--- config.mk ---
export PLATFORM = sky130hd
export DESIGN_NAME = bif_bctl_cycle
export DESIGN_NICKNAME = d
export VERILOG_FILES = /design/src/rtl/bif_bctl_cycle.sv
export SDC_FILE = /design/constraint.sdc
export NUM_CORES = 1
export LEC_CHECK = 0
export CAP_MARGIN = 40
export CORE_UTILIZATION = 48
export CTS_CLUSTER_SIZE = 14
export DETAILED_ROUTE_END_ITERATION = 8
export GPL_TIMING_DRIVEN = 0
export PLACE_DENSITY_LB_ADDON = 0.08
export SLEW_MARGIN = 10
export SYNTH_ARGS = -nofsm -noshare
export SYNTH_HDL_FRONTEND = slang
export SYNTH_SLANG_ARGS = --single-unit
--- constraint.sdc ---
create_clock -name OSC -period 1.75 [get_ports OSC]
set_input_delay 0.2625 -clock OSC [delete_from_list [all_inputs] [get_ports OSC]]
set_output_delay 0.2625 -clock OSC [all_outputs]
set_load 0.02 [all_outputs]
--- src/rtl/bif_bctl_cycle.sv ---
// Bus-cycle sequencer behind the BIF sync registers: grant, transfer tracking,
// slave timeout, refresh interleave and sticky parity-error flag.
module bif_bctl_cycle #(
    parameter int TOUT_CYCLES = 63,
    parameter int REF_CYCLES  = 4
) (
    input  logic OSC,
    input  logic CLEAR,
    input  logic MR_n,
    input  logic BREQ50_n,
    input  logic BDAP50_n,
    input  logic BINPUT50_n,
    input  logic BDRY25_n,
    input  logic BDRY50_n,
    input  logic BDRY75_n,
    input  logic BPERR50_n,
    input  logic REFRQ50_n,
    input  logic BLOCK25_n,
    input  logic PERRCLR,
    output logic BGNT_n,
    output logic BACT_n,
    output logic RFACT_n,
    output logic BDLAT,
    output logic BWDONE,
    output logic BTOUT,
    output logic PERR
);

    typedef enum logic [2:0] {
        IDLE, REFRESH, GRANT, ADDR, WAITDRY, DONE
    } state_t;

    localparam logic [7:0] TOUT_LIM = 8'(TOUT_CYCLES);
    localparam logic [3:0] REF_LOAD = 4'(REF_CYCLES - 1);

    state_t     state;
    logic       refPrev;
    logic       refPend;
    logic       dirRd;
    logic       doneFirst;
    logic [7:0] toutCnt;
    logic [3:0] refCnt;

    logic refFall;
    logic dryEdge;
    logic toutHit;
    logic perrSet;

    always_comb begin
        refFall = refPrev & ~REFRQ50_n;
        dryEdge = ~BDRY50_n & BDRY75_n;
        toutHit = (toutCnt == TOUT_LIM);
        perrSet = ~BPERR50_n &
                  ((state == WAITDRY) || ((state == DONE) && doneFirst));
    end

    always_ff @(posedge OSC or posedge CLEAR) begin
        if (CLEAR) begin
            state     <= IDLE;
            refPrev   <= 1'b1;
            refPend   <= 1'b0;
            dirRd     <= 1'b0;
            doneFirst <= 1'b0;
            toutCnt   <= '0;
            refCnt    <= '0;
            BGNT_n    <= 1'b1;
            BACT_n    <= 1'b1;
            RFACT_n   <= 1'b1;
            BDLAT     <= 1'b0;
            BWDONE    <= 1'b0;
            BTOUT     <= 1'b0;
            PERR      <= 1'b0;
        end else begin
            refPrev <= REFRQ50_n;
            BDLAT   <= 1'b0;
            BWDONE  <= 1'b0;
            BTOUT   <= 1'b0;
            // PERR survives MR_n; a new error beats a same-cycle clear
            if (perrSet)
                PERR <= 1'b1;
            else if (PERRCLR)
                PERR <= 1'b0;

            if (!MR_n) begin
                state     <= IDLE;
                refPend   <= 1'b0;
                dirRd     <= 1'b0;
                doneFirst <= 1'b0;
                toutCnt   <= '0;
                refCnt    <= '0;
                BGNT_n    <= 1'b1;
                BACT_n    <= 1'b1;
                RFACT_n   <= 1'b1;
            end else begin
                refPend   <= refPend | refFall;
                doneFirst <= 1'b0;
                unique case (state)
                    IDLE: begin
                        if (refPend) begin
                            state   <= REFRESH;
                            RFACT_n <= 1'b0;
                            refCnt  <= REF_LOAD;
                            refPend <= refFall;
                        end else if (!BREQ50_n && BLOCK25_n) begin
                            state   <= GRANT;
                            BGNT_n  <= 1'b0;
                            toutCnt <= '0;
                        end
                    end
                    REFRESH: begin
                        if (refCnt == 4'd0) begin
                            state   <= IDLE;
                            RFACT_n <= 1'b1;
                        end else begin
                            refCnt <= refCnt - 4'd1;
                        end
                    end
                    GRANT: begin
                        toutCnt <= toutCnt + 8'd1;
                        if (!BDAP50_n) begin
                            state <= ADDR;
                        end else if (BREQ50_n) begin
                            state  <= IDLE;
                            BGNT_n <= 1'b1;
                        end else if (toutHit) begin
                            state     <= DONE;
                            BTOUT     <= 1'b1;
                            doneFirst <= 1'b1;
                        end
                    end
                    ADDR: begin
                        toutCnt <= toutCnt + 8'd1;
                        dirRd   <= ~BINPUT50_n;
                        state   <= WAITDRY;
                        BACT_n  <= 1'b0;
                    end
                    WAITDRY: begin
                        toutCnt <= toutCnt + 8'd1;
                        if (dryEdge) begin
                            state     <= DONE;
                            BACT_n    <= 1'b1;
                            doneFirst <= 1'b1;
                            BDLAT     <= dirRd;
                            BWDONE    <= ~dirRd;
                        end else if (toutHit) begin
                            state     <= DONE;
                            BACT_n    <= 1'b1;
                            doneFirst <= 1'b1;
                            BTOUT     <= 1'b1;
                        end
                    end
                    DONE: begin
                        // wait for master and slave to both let go
                        if (BREQ50_n && BDRY25_n) begin
                            state  <= IDLE;
                            BGNT_n <= 1'b1;
                        end
                    end
                    default: state <= IDLE;
                endcase
            end
        end
    end

endmodule

==> results.py <==
metrics = {
    "layout": {
        "stdcell_count": 207,
        "nFillCells": 233,
        "largestRegisters": "toutCnt: 8 flops, refCnt: 4 flops, state: 3 flops",
        "top_register": "toutCnt",
        "drive_gt1_share_pct": 18.2,
        "fin_util_pct": 64.7,
        "nets": 192,
        "antenna_cells": 0,
        "syn2layout_area_growth_pct": 25.7,
        "largest_reg_flops": 8,
    },
    "critical_path": {
        "rrSetupSlack_ns": 0.04,
        "end_kind": "flip-flop",
        "reg2reg_to": "state[0]",
        "reg2regPathDepth": 6,
        "crit_chain": "ha_2, and3_4, nor4b_4, o21ai_1, a31oi_1, a211o_1",
        "start_kind": "flip-flop",
        "required_ns": 2.03,
        "slowest_delay_ns": 0.41,
        "critPathMaxFanout": 5,
        "crit_type": "flip-flop to flip-flop",
        "r2r-start": "toutCnt[0]",
        "cpMaxStageDelayCell": "dfrtp_1",
        "critical_path_arrival_ns": 1.99,
    },
    "floorplan": {
        "num_rows": 19,
        "io-pin-count": 20,
        "die-area_um2": 3200,
        "core_um2": 2780,
        "die_w_um": 56.6,
        "die_h_um": 56.6,
        "start_util_pct": 51.5,
    },
    "power": {
        "peakVddDrop_uv": 641,
        "p_total_mw": 1.32,
        "leakage_nw": 0.775,
        "pwr_density_cell_nw_per_um2": 736,
    },
    "logic_synthesis": {
        "ys_top_cells_by_count": "dfrtp_1, nand2_1, o21ai_0",
        "synth_compound_area_share_pct": 19.1,
        "yosys.area.top_type": "dfrtp_1",
        "yosysSeqAreaShare_pct": 45.8,
        "synth_top_family_by_area": "simple AND/OR/NAND/NOR gates",
        "avgSynthCellArea_um2": 9.48,
        "yosys.area_share.adder_pct": 1.75,
        "yosysWarningCount": 0,
        "synth_xor_area_share_pct": 0,
        "synth_mux_area_share_pct": 2.80,
        "syn-num-nets": 166,
        "yosys_most_used_dff": "dfrtp_1",
        "syn_inst": 151,
        "synth_most_common_cell": "dfrtp_1",
        "postSynth.asyncResetShare_pct": 100,
        "netlist.area_leader.share_pct": 38.5,
        "yosys.area_share.simple_pct": 26.9,
        "synth_edf_count": 0,
        "synthTopCellsByArea": "dfrtp_1, dfstp_2, o21ai_0",
        "synth_cell_types": 44,
        "ys_ff_latch": 26,
        "syn_area_um2": 1430,
    },
    "detailed_routing": {
        "dr.first_iter.drc_count": 45,
        "drt_pass1_iterations": 4,
        "drc": 0,
        "vias": 1203,
        "detail-route-antenna-nets": 0,
        "via_per_inst": 5.81,
        "wl_um": 3150,
        "wl_per_cell_um": 15.2,
    },
    "outcome": {
        "outcome": "finished, final reports clean",
    },
    "clocking": {
        "clock_latency_ns": 0.33,
        "clkTransAtPathRegs_ns": 0.15,
        "clock_sinks": 26,
        "htreeDepth": 1,
        "ctsLongestPathBuffers": 2,
        "holdBufCountCts": 0,
        "cts_tree": "yes",
        "cts_buffers": 3,
        "root_buffer": "clkbuf_4",
    },
    "hold_path": {
        "hold_class": "primary input to asynchronous set/reset pin",
    },
    "sta": {
        "fin_ws_ns": 0.0424,
        "rsz0062_at_grt": "true",
        "hold_violations": 0,
        "whs_ns": 0.193,
        "fin_worst_skew_ns": 0.000837,
        "finalSetupViolations": 0,
        "slew_viol_final": 0,
        "max_freq_ghz": 0.586,
        "fin_crit_ns": 1.71,
        "slew-limit-headroom_pct": 74.1,
        "final.period_utilization_pct": 97.6,
        "worstMarginPinSlew_ns": 0.387,
    },
    "global_route": {
        "track_usage_pct": 21.0,
        "grt_max_degree": 20,
        "antenna_found_initial": 0,
        "grt_pass1_wl_um": 5240,
        "grt_pass1_vias": 1143,
        "grt_overflow": 0,
    },
    "placement": {
        "gp_congestion": 0.808,
        "dpl.cell_count": 202,
        "dpl.hpwl_um": 2270,
        "post-place-ws_ns": -0.348,
        "port_buffers": 19,
    },
    "job": {
        "max_cap_viol_count": 0,
    },
}
==> what timing repair did <==
item / in CTS / in global routing
pin swaps: 0 / 1
buffers inserted: 0 / 1
gates cloned: 0 / 0
endpoints found under the setup margin: 2 / 14
resized for setup: 2 / 14
==> report_power, final <==
part	internal (mW)	switching [mW]	total (mW)
combinational	0.116	0.140	0.255
clock	0.232	0.190	0.422
sequential	0.630	0.0175	0.647
==> how the worst max path moves through the flow <==
stage / startpoint / end / slack, ns / depth (start not counted)
floorplan: toutCnt[0] / state[0] / 0.13 / 6
global placement: MR_n / toutCnt[6] / -0.31 / 6
detailed placement: MR_n / toutCnt[6] / -0.35 / 6
CTS: BACT_n / BACT_n / 0.002 / 1
global route: toutCnt[0] / state[0] / -0.04 / 6
finish: toutCnt[0] / state[0] / 0.04 / 6
==> logic make-up after synthesis <==
kind of cell | after synthesis
adders and majority gates | 2
muxes | 4
AOI/OAI and AO/OA | 40
DFF | 26
buffers and inverters | 11
and+or+nand+nor | 68
==> layout by cell type, fill, tap and decap left out, types with 2 or more instances in the layout <==
master,n
a211o_1,2
a211oi_1,3
a21oi_1,5
and3_1,3
buf_2,2
buf_4,3
clkbuf_4,3
clkdlybuf4s50_1,16
dfrtp_1,22
dfstp_2,4
dlymetal6s2s_1,2
inv_1,5
mux2i_1,4
nand2_1,15
nand2b_1,7
nand3_1,7
nor2_1,13
nor2b_1,3
nor3_1,6
nor3b_2,2
o21ai_0,13
o21ai_1,2
==> metal layers <==
layer,GRT usage [%],vias up,wire length [µm]
li1,-,591,-
met1,29.5,574,1520
met2,32.9,32,1430
met3,4.15,6,140
met4,5.92,0,53
met5,0,-,0
==> area by class of cell <==
class	instances	area (µm²)	share of cell area, %
Timing Repair Buffer	21	229	12.7
Clock inverter	1	30.0	1.67
Inverter	6	26.3	1.46
Sequential cell	26	656	36.4
Multi-Input combinational cell	114	767	42.6
Tap cell	31	38.8	2.16
Buffer	5	30.0	1.67
Clock buffer	3	22.5	1.25
==> through the flow <==
stage / setup TNS, ns / instance area, µm²
4_1_cts: 0 / 1740
2_1_floorplan: 0 / 1430
3_5_place_dp: -2.71 / 1690
3_3_place_gp: -2.27 / 1660
6_report: 0 / 1800
5_1_grt: -0.0443 / 1800
==> worst max-delay path, delay by kind of cell (launching register included) <==
kind | cells | cell delay [ns]
flip-flops | 1 | 0.41
AO/OA/AOI/OAI | 3 | 0.52
adder cells (fa/ha/maj) | 1 | 0.20
AND/OR/NAND/NOR | 2 | 0.52
(Power assumes the default switching activity.)
